### config.mk
export PLATFORM = sky130hd
export DESIGN_NAME = vpu_lane_seq
export DESIGN_NICKNAME = d
export VERILOG_FILES = /design/src/rtl/vpu_pkg.sv /design/src/rtl/vpu_op_decode.sv /design/src/rtl/vpu_lane_seq.sv
export SDC_FILE = /design/constraint.sdc
export NUM_CORES = 1
export LEC_CHECK = 0
export ABC_CLOCK_PERIOD_IN_PS = 2200
export CAP_MARGIN = 20
export CORE_MARGIN = 2
export CORE_UTILIZATION = 36
export CTS_CLUSTER_DIAMETER = 30
export CTS_CLUSTER_SIZE = 30
export DETAILED_ROUTE_END_ITERATION = 7
export PLACE_DENSITY = 0.81
export SKIP_LAST_GASP = 1
export SLEW_MARGIN = 25
export SYNTH_ARGS = -nofsm -noshare
export SYNTH_HDL_FRONTEND = slang
export SYNTH_SLANG_ARGS = --single-unit
### constraint.sdc
create_clock -name clk -period 2.2 [get_ports clk]
set_clock_uncertainty 0.1 [all_clocks]
set_input_delay 0.22 -clock clk [delete_from_list [all_inputs] [get_ports clk]]
set_output_delay 0.22 -clock clk [all_outputs]
set_load 0.02 [all_outputs]
### src/rtl/vpu_pkg.sv
// vpu_pkg: shared definitions for the vector lane sequencer.
// Holds the operation encodings, the one-hot alu_sel bit positions,
// the element-index width and the sequencer state encoding.
package vpu_pkg;

  localparam int ELEM_W = 4;   // element index width (up to 16 elements)
  localparam int DATA_W = 16;  // element data width
  localparam int OP_W   = 3;
  localparam int SEL_W  = 8;

  typedef enum logic [OP_W-1:0] {
    OP_ADD = 3'd0,
    OP_SUB = 3'd1,
    OP_MUL = 3'd2,
    OP_ITF = 3'd3,
    OP_FTI = 3'd4,
    OP_MAX = 3'd5,
    OP_MIN = 3'd6,
    OP_FTL = 3'd7
  } vpu_op_e;

  // Bit positions inside alu_sel; ordering follows the op encoding.
  localparam int SEL_ADD = 0;
  localparam int SEL_SUB = 1;
  localparam int SEL_MUL = 2;
  localparam int SEL_ITF = 3;
  localparam int SEL_FTI = 4;
  localparam int SEL_MAX = 5;
  localparam int SEL_MIN = 6;
  localparam int SEL_FTL = 7;

  typedef enum logic [1:0] {
    ST_IDLE  = 2'd0,
    ST_RUN   = 2'd1,
    ST_DRAIN = 2'd2
  } vpu_state_e;

endpackage

### src/rtl/vpu_op_decode.sv
// vpu_op_decode: converts the 3-bit vector op into the 8-bit one-hot
// ALU select.
// Ports:
//   op  in  3  operation code (vpu_op_e encoding)
//   sel out 8  one-hot select, bit positions from vpu_pkg SEL_* indices
module vpu_op_decode
  import vpu_pkg::*;
(
  input  logic [OP_W-1:0]  op,
  output logic [SEL_W-1:0] sel
);

  always_comb begin
    sel = '0;
    case (vpu_op_e'(op))
      OP_ADD:  sel[SEL_ADD] = 1'b1;
      OP_SUB:  sel[SEL_SUB] = 1'b1;
      OP_MUL:  sel[SEL_MUL] = 1'b1;
      OP_ITF:  sel[SEL_ITF] = 1'b1;
      OP_FTI:  sel[SEL_FTI] = 1'b1;
      OP_MAX:  sel[SEL_MAX] = 1'b1;
      OP_MIN:  sel[SEL_MIN] = 1'b1;
      OP_FTL:  sel[SEL_FTL] = 1'b1;
      default: sel = '0;
    endcase
  end

endmodule

### src/rtl/vpu_lane_seq.sv
// vpu_lane_seq: sequences one vector command through a single 16-bit
// FP ALU lane. Elements are read from the register file one per cycle
// (RUN), presented to the ALU the following cycle (S1), and written back
// the cycle after that. DRAIN waits for the last writeback.
// Optional feature: define VPU_CMP_MASK_EN to add cmp_mask, a per-element
// record of alu_gt for the current command.
// Ports:
//   clk, rst              clock, asynchronous active-high reset
//   cmd_valid/ready       command handshake; cmd_op, cmd_len (count-1)
//   stall                 freezes all state; gates rd_en and wb_valid
//   rd_en, rd_addr        register-file read; rd_a/rd_b return next cycle
//   alu_enable/op1/op2/sel  ALU drive during S1; alu_res/alu_gt results
//   wb_valid/addr/data    element writeback
//   cmp_mask              (VPU_CMP_MASK_EN only) alu_gt per element
//   done                  one-cycle pulse with the last writeback
module vpu_lane_seq
  import vpu_pkg::*;
(
  input  logic              clk,
  input  logic              rst,
  input  logic              cmd_valid,
  output logic              cmd_ready,
  input  logic [OP_W-1:0]   cmd_op,
  input  logic [ELEM_W-1:0] cmd_len,
  input  logic              stall,
  output logic              rd_en,
  output logic [ELEM_W-1:0] rd_addr,
  input  logic [DATA_W-1:0] rd_a,
  input  logic [DATA_W-1:0] rd_b,
  output logic              alu_enable,
  output logic [DATA_W-1:0] alu_op1,
  output logic [DATA_W-1:0] alu_op2,
  output logic [SEL_W-1:0]  alu_sel,
  input  logic [DATA_W-1:0] alu_res,
  input  logic              alu_gt,
  output logic              wb_valid,
  output logic [ELEM_W-1:0] wb_addr,
  output logic [DATA_W-1:0] wb_data,
`ifdef VPU_CMP_MASK_EN
  output logic [15:0]       cmp_mask,
`endif
  output logic              done
);

  vpu_state_e        state_reg;
  logic [OP_W-1:0]   op_reg;
  logic [ELEM_W-1:0] len_reg;
  logic [ELEM_W-1:0] cnt_reg;
  logic              s1_valid_reg;
  logic [ELEM_W-1:0] s1_addr_reg;
  logic              wb_valid_reg;
  logic [ELEM_W-1:0] wb_addr_reg;
  logic [DATA_W-1:0] wb_data_reg;
  logic [SEL_W-1:0]  dec_sel;
  logic              done_int;

  vpu_op_decode u_dec (
    .op  (op_reg),
    .sel (dec_sel)
  );

  assign cmd_ready = (state_reg == ST_IDLE);
  assign rd_en     = (state_reg == ST_RUN) && !stall;
  assign rd_addr   = cnt_reg;

  // S1 is simply "an element was issued on the previous active cycle";
  // rd_a/rd_b are valid throughout S1 because the register file only
  // updates after rd_en, which cannot fire again until S1 advances.
  assign alu_enable = s1_valid_reg;
  assign alu_op1    = s1_valid_reg ? rd_a : '0;
  assign alu_op2    = s1_valid_reg ? rd_b : '0;
  assign alu_sel    = s1_valid_reg ? dec_sel : '0;

  // A writeback held across a stall is only shown on the cycle stall
  // drops, so it is seen exactly once.
  assign wb_valid = wb_valid_reg && !stall;
  assign wb_addr  = wb_addr_reg;
  assign wb_data  = wb_data_reg;

  // Addresses within a command are unique, so matching len identifies
  // the final writeback.
  assign done_int = (state_reg == ST_DRAIN) && wb_valid_reg && !stall &&
                    (wb_addr_reg == len_reg);
  assign done     = done_int;

  always_ff @(posedge clk or posedge rst) begin
    if (rst) begin
      state_reg    <= ST_IDLE;
      op_reg       <= '0;
      len_reg      <= '0;
      cnt_reg      <= '0;
      s1_valid_reg <= 1'b0;
      s1_addr_reg  <= '0;
      wb_valid_reg <= 1'b0;
      wb_addr_reg  <= '0;
      wb_data_reg  <= '0;
    end else if (!stall) begin
      case (state_reg)
        ST_IDLE: begin
          if (cmd_valid) begin
            op_reg    <= cmd_op;
            len_reg   <= cmd_len;
            cnt_reg   <= '0;
            state_reg <= ST_RUN;
          end
        end
        ST_RUN: begin
          // Hold the counter on the last element so it never wraps.
          if (cnt_reg == len_reg) begin
            state_reg <= ST_DRAIN;
          end else begin
            cnt_reg <= cnt_reg + 1'b1;
          end
        end
        ST_DRAIN: begin
          if (done_int) begin
            state_reg <= ST_IDLE;
          end
        end
        default: state_reg <= ST_IDLE;
      endcase

      s1_valid_reg <= rd_en;
      s1_addr_reg  <= cnt_reg;
      wb_valid_reg <= s1_valid_reg;
      if (s1_valid_reg) begin
        wb_addr_reg <= s1_addr_reg;
        wb_data_reg <= alu_res;
      end
    end
  end

`ifdef VPU_CMP_MASK_EN
  logic [15:0] cmp_mask_reg;

  always_ff @(posedge clk or posedge rst) begin
    if (rst) begin
      cmp_mask_reg <= '0;
    end else if (!stall) begin
      if (state_reg == ST_IDLE && cmd_valid) begin
        cmp_mask_reg <= '0;
      end else if (s1_valid_reg) begin
        cmp_mask_reg[s1_addr_reg] <= alu_gt;
      end
    end
  end

  assign cmp_mask = cmp_mask_reg;
`else
  logic unused_alu_gt;
  assign unused_alu_gt = alu_gt;
`endif

endmodule

==> metrics <==
clock-pin slew on the worst setup and hold paths 90 ps; diode count 0; Final Instance Count excl. Fillers 387; Via density 4.65; P_leak 1.55 nW; sequential fraction of the synthesis area 50.7%; Syn Inst Count 179; Mapped Area 1930 um2; first-pass GRT wire length 8600 um; TritonCTS clock tree done; Worst Tran Pin Value 636 ps; Die ar. 5950 um2; worst-path maximum fanout 12; post-CTS setup repair buffer count 0; drt initial violations 48; peak supply drop 0.000541 V; WL/cell 14.1 um; I/O pin total 129; All-Layer GR Usage 18.1%; Final Slew Violations 0; Max Clk Rate 495 MHz; Netlist cell types 28; outcome completed; Placed Instances 379; CTS Sinks 39; CP Class primary input to output port; number of max-cap violations 0; Setup crit end kind output port; Initial Util 37.5%; Final Util 67.3%; clk buf depth 2; worst-path cell chain clkdlybuf4s50_1, buf_4, nor3b_4, clkdlybuf4s50_1; CP max stage delay 630 ps; Chip Width 77.1 um; CTS Hold Bufs 0; DRC violations left 0; final hold vios 0; Synth warnings 0; row cnt 26; crit path DAT 1700 ps; slew margin rel. 57.1%; placer congestion estimate 0.795; PwrDens 578 nW/um2; slowest CP cell clkdlybuf4s50_1; FILL cells 423; setup_tns 0 ps; required time of the worst setup path 1880 ps; max reg flops 16; vias in the first global route 1,706; number of H-tree levels 2; Yosys reg bits 39; antenna violations before repair 0; RSZ-0062 raised after global routing no; Area growth, synth to finish 79.6%; Mean Syn Cell Area 10.8 um2; Startpoint Class primary input; largest net degree at the start of global routing 40; final setup violating endpoints 0; ratio of cells with drive above 1 in the final layout 15.1%; total CTS buffers 5; period utilisation layout 91.7%; min-delay worst type primary input to asynchronous set/reset pin; drt total wl 5440 um; final global-route overflow total 0; DRT Pass-1 Iters 4; # port buffers 127; fin nets 377; worst skew pair latency 300 ps; Final Critical Period 2020 ps; antenna viol nets, final 0; Mapped Nets 240; cell mode on critical path clkdlybuf4s50_1; final setup margin 182 ps; dpl ws 41.4 ps; via count 1,798; Clk Tree Root Cell clkbuf_8; Detailed Place HPWL 4340 um; core area 5140 um2; die height 77.1 um
-- power breakdown --
part / switching [mW] / internal [mW]
combinational: 0.241 / 0.299
sequential: 0.109 / 0.832
clock: 0.261 / 0.256
-- worst max-delay path, delay by kind of cell --
family	cells	cell delay [ps]
and+or+nand+nor	1	230
buffers and inverters	3	1250
-- placed cells by master, fill, tap and decap left out, types with 2 or more instances in the layout --
cell type,count
nor2b_1,2
nor4_1,2
nand2_1,23
and2_1,32
dfrtp_1,38
o21ai_0,3
buf_4,9
buf_12,2
nand3_1,6
clkdlybuf4s50_1,126
a21o_1,3
mux2_2,24
nand2b_1,4
clkbuf_8,6
xor2_1,7
nor2_1,8
nor3_1,2
inv_1,3
-- cells in the mapped netlist --
library cell / count / share of area, %
nand2b_1: 4 / 1.3
nand2_1: 23 / 4.5
mux2_2: 24 / 14
nor2b_1: 3 / 0.97
a21o_1: 3 / 1.2
dfrtp_1: 39 / 51
a22oi_1: 1 / 0.39
xor2_1: 7 / 3.2
nor4b_2: 1 / 0.78
clkbuf_1: 4 / 0.78
inv_1: 3 / 0.58
o31ai_1: 1 / 0.39
nor3b_4: 1 / 0.97
nor3_1: 2 / 0.52
ha_1: 1 / 0.65
o211ai_1: 1 / 0.39
nand3_1: 6 / 1.6
buf_2: 4 / 1.0
o21ai_0: 3 / 0.78
nand3b_1: 1 / 0.39
nand4_1: 1 / 0.33
o41ai_2: 1 / 0.84
o21bai_1: 1 / 0.39
xnor2_1: 1 / 0.45
or3_1: 1 / 0.33
nor2_1: 8 / 1.6
and2_1: 32 / 10
nor4_1: 2 / 0.65
-- logic make-up after synthesis --
family          Yosys count  share of synthesized area (%)
compound gates           11                           4.35
mux                      24                           14.0
buf+inv                  11                           2.40
xor+xnor                  8                           3.64
fa+ha+maj                 1                          0.650
simple gates             85                           24.2
flops                    39                           50.7
-- routing by layer --
metal  GRT usage, %  up-vias  part of all wire [%]
met1           20.3      835                    39
li1               -      867                     -
met4           5.00        0                   1.1
met5              0        -                     0
met3           6.59        6                   9.5
met2           32.3       90                    51
-- repair_timing --
| item | 4_1_cts | 5_1_grt |
|---|---|---|
| setup endpoints to repair | 1 | 1 |
| cloned | 0 | 0 |
| pin swaps | 0 | 0 |
| hold endpoints to repair | 0 | 0 |
| gates resized for setup | 1 | 1 |
-- metrics by stage --
step	cell area, um2	power [mW]	hold WS [ps]
after floorplan	1930	1.21	225
after global placement	3360	1.48	374
after detailed placement	3360	1.50	394
after CTS	3460	2.02	262
after global routing	3460	2.11	315
final	3460	2.00	246
-- final timing paths --
| path | startpoint | to | depth (start not counted) | slack [ps] |
|---|---|---|---|---|
| setup / recovery | stall | rd_en | 4 | 180 |
| hold / removal | rst | wb_addr[1]$_DFFE_PP0P_ | 3 | 250 |
| setup reg to reg | rd_addr[1]$_DFFE_PP0P_ | rd_addr[3]$_DFFE_PP0P_ | 4 | 390 |
| hold reg to reg | s1_addr_reg[1]$_DFFE_PP0N_ | wb_addr[1]$_DFFE_PP0P_ | 1 | 390 |
| max in group asynchronous | rst | state_reg[0]$_DFFE_PP0P_ | 3 | 1390 |
| min in group clk | cmd_len[1] | len_reg[1]$_DFFE_PP0P_ | 3 | 350 |
-- area by class of cell --
class                           instances  area (um2)  share of cell area [%]
Clock inverter                          2        16.3                   0.470
Sequential cell                        39         977                    28.3
Clock buffer                            6        82.6                    2.39
Tap cell                               70        87.6                    2.53
Timing Repair Buffer                  138        1380                    39.8
Multi-Input combinational cell        129         906                    26.2
Inverter                                3        11.3                   0.326
(Power assumes the default switching activity.)
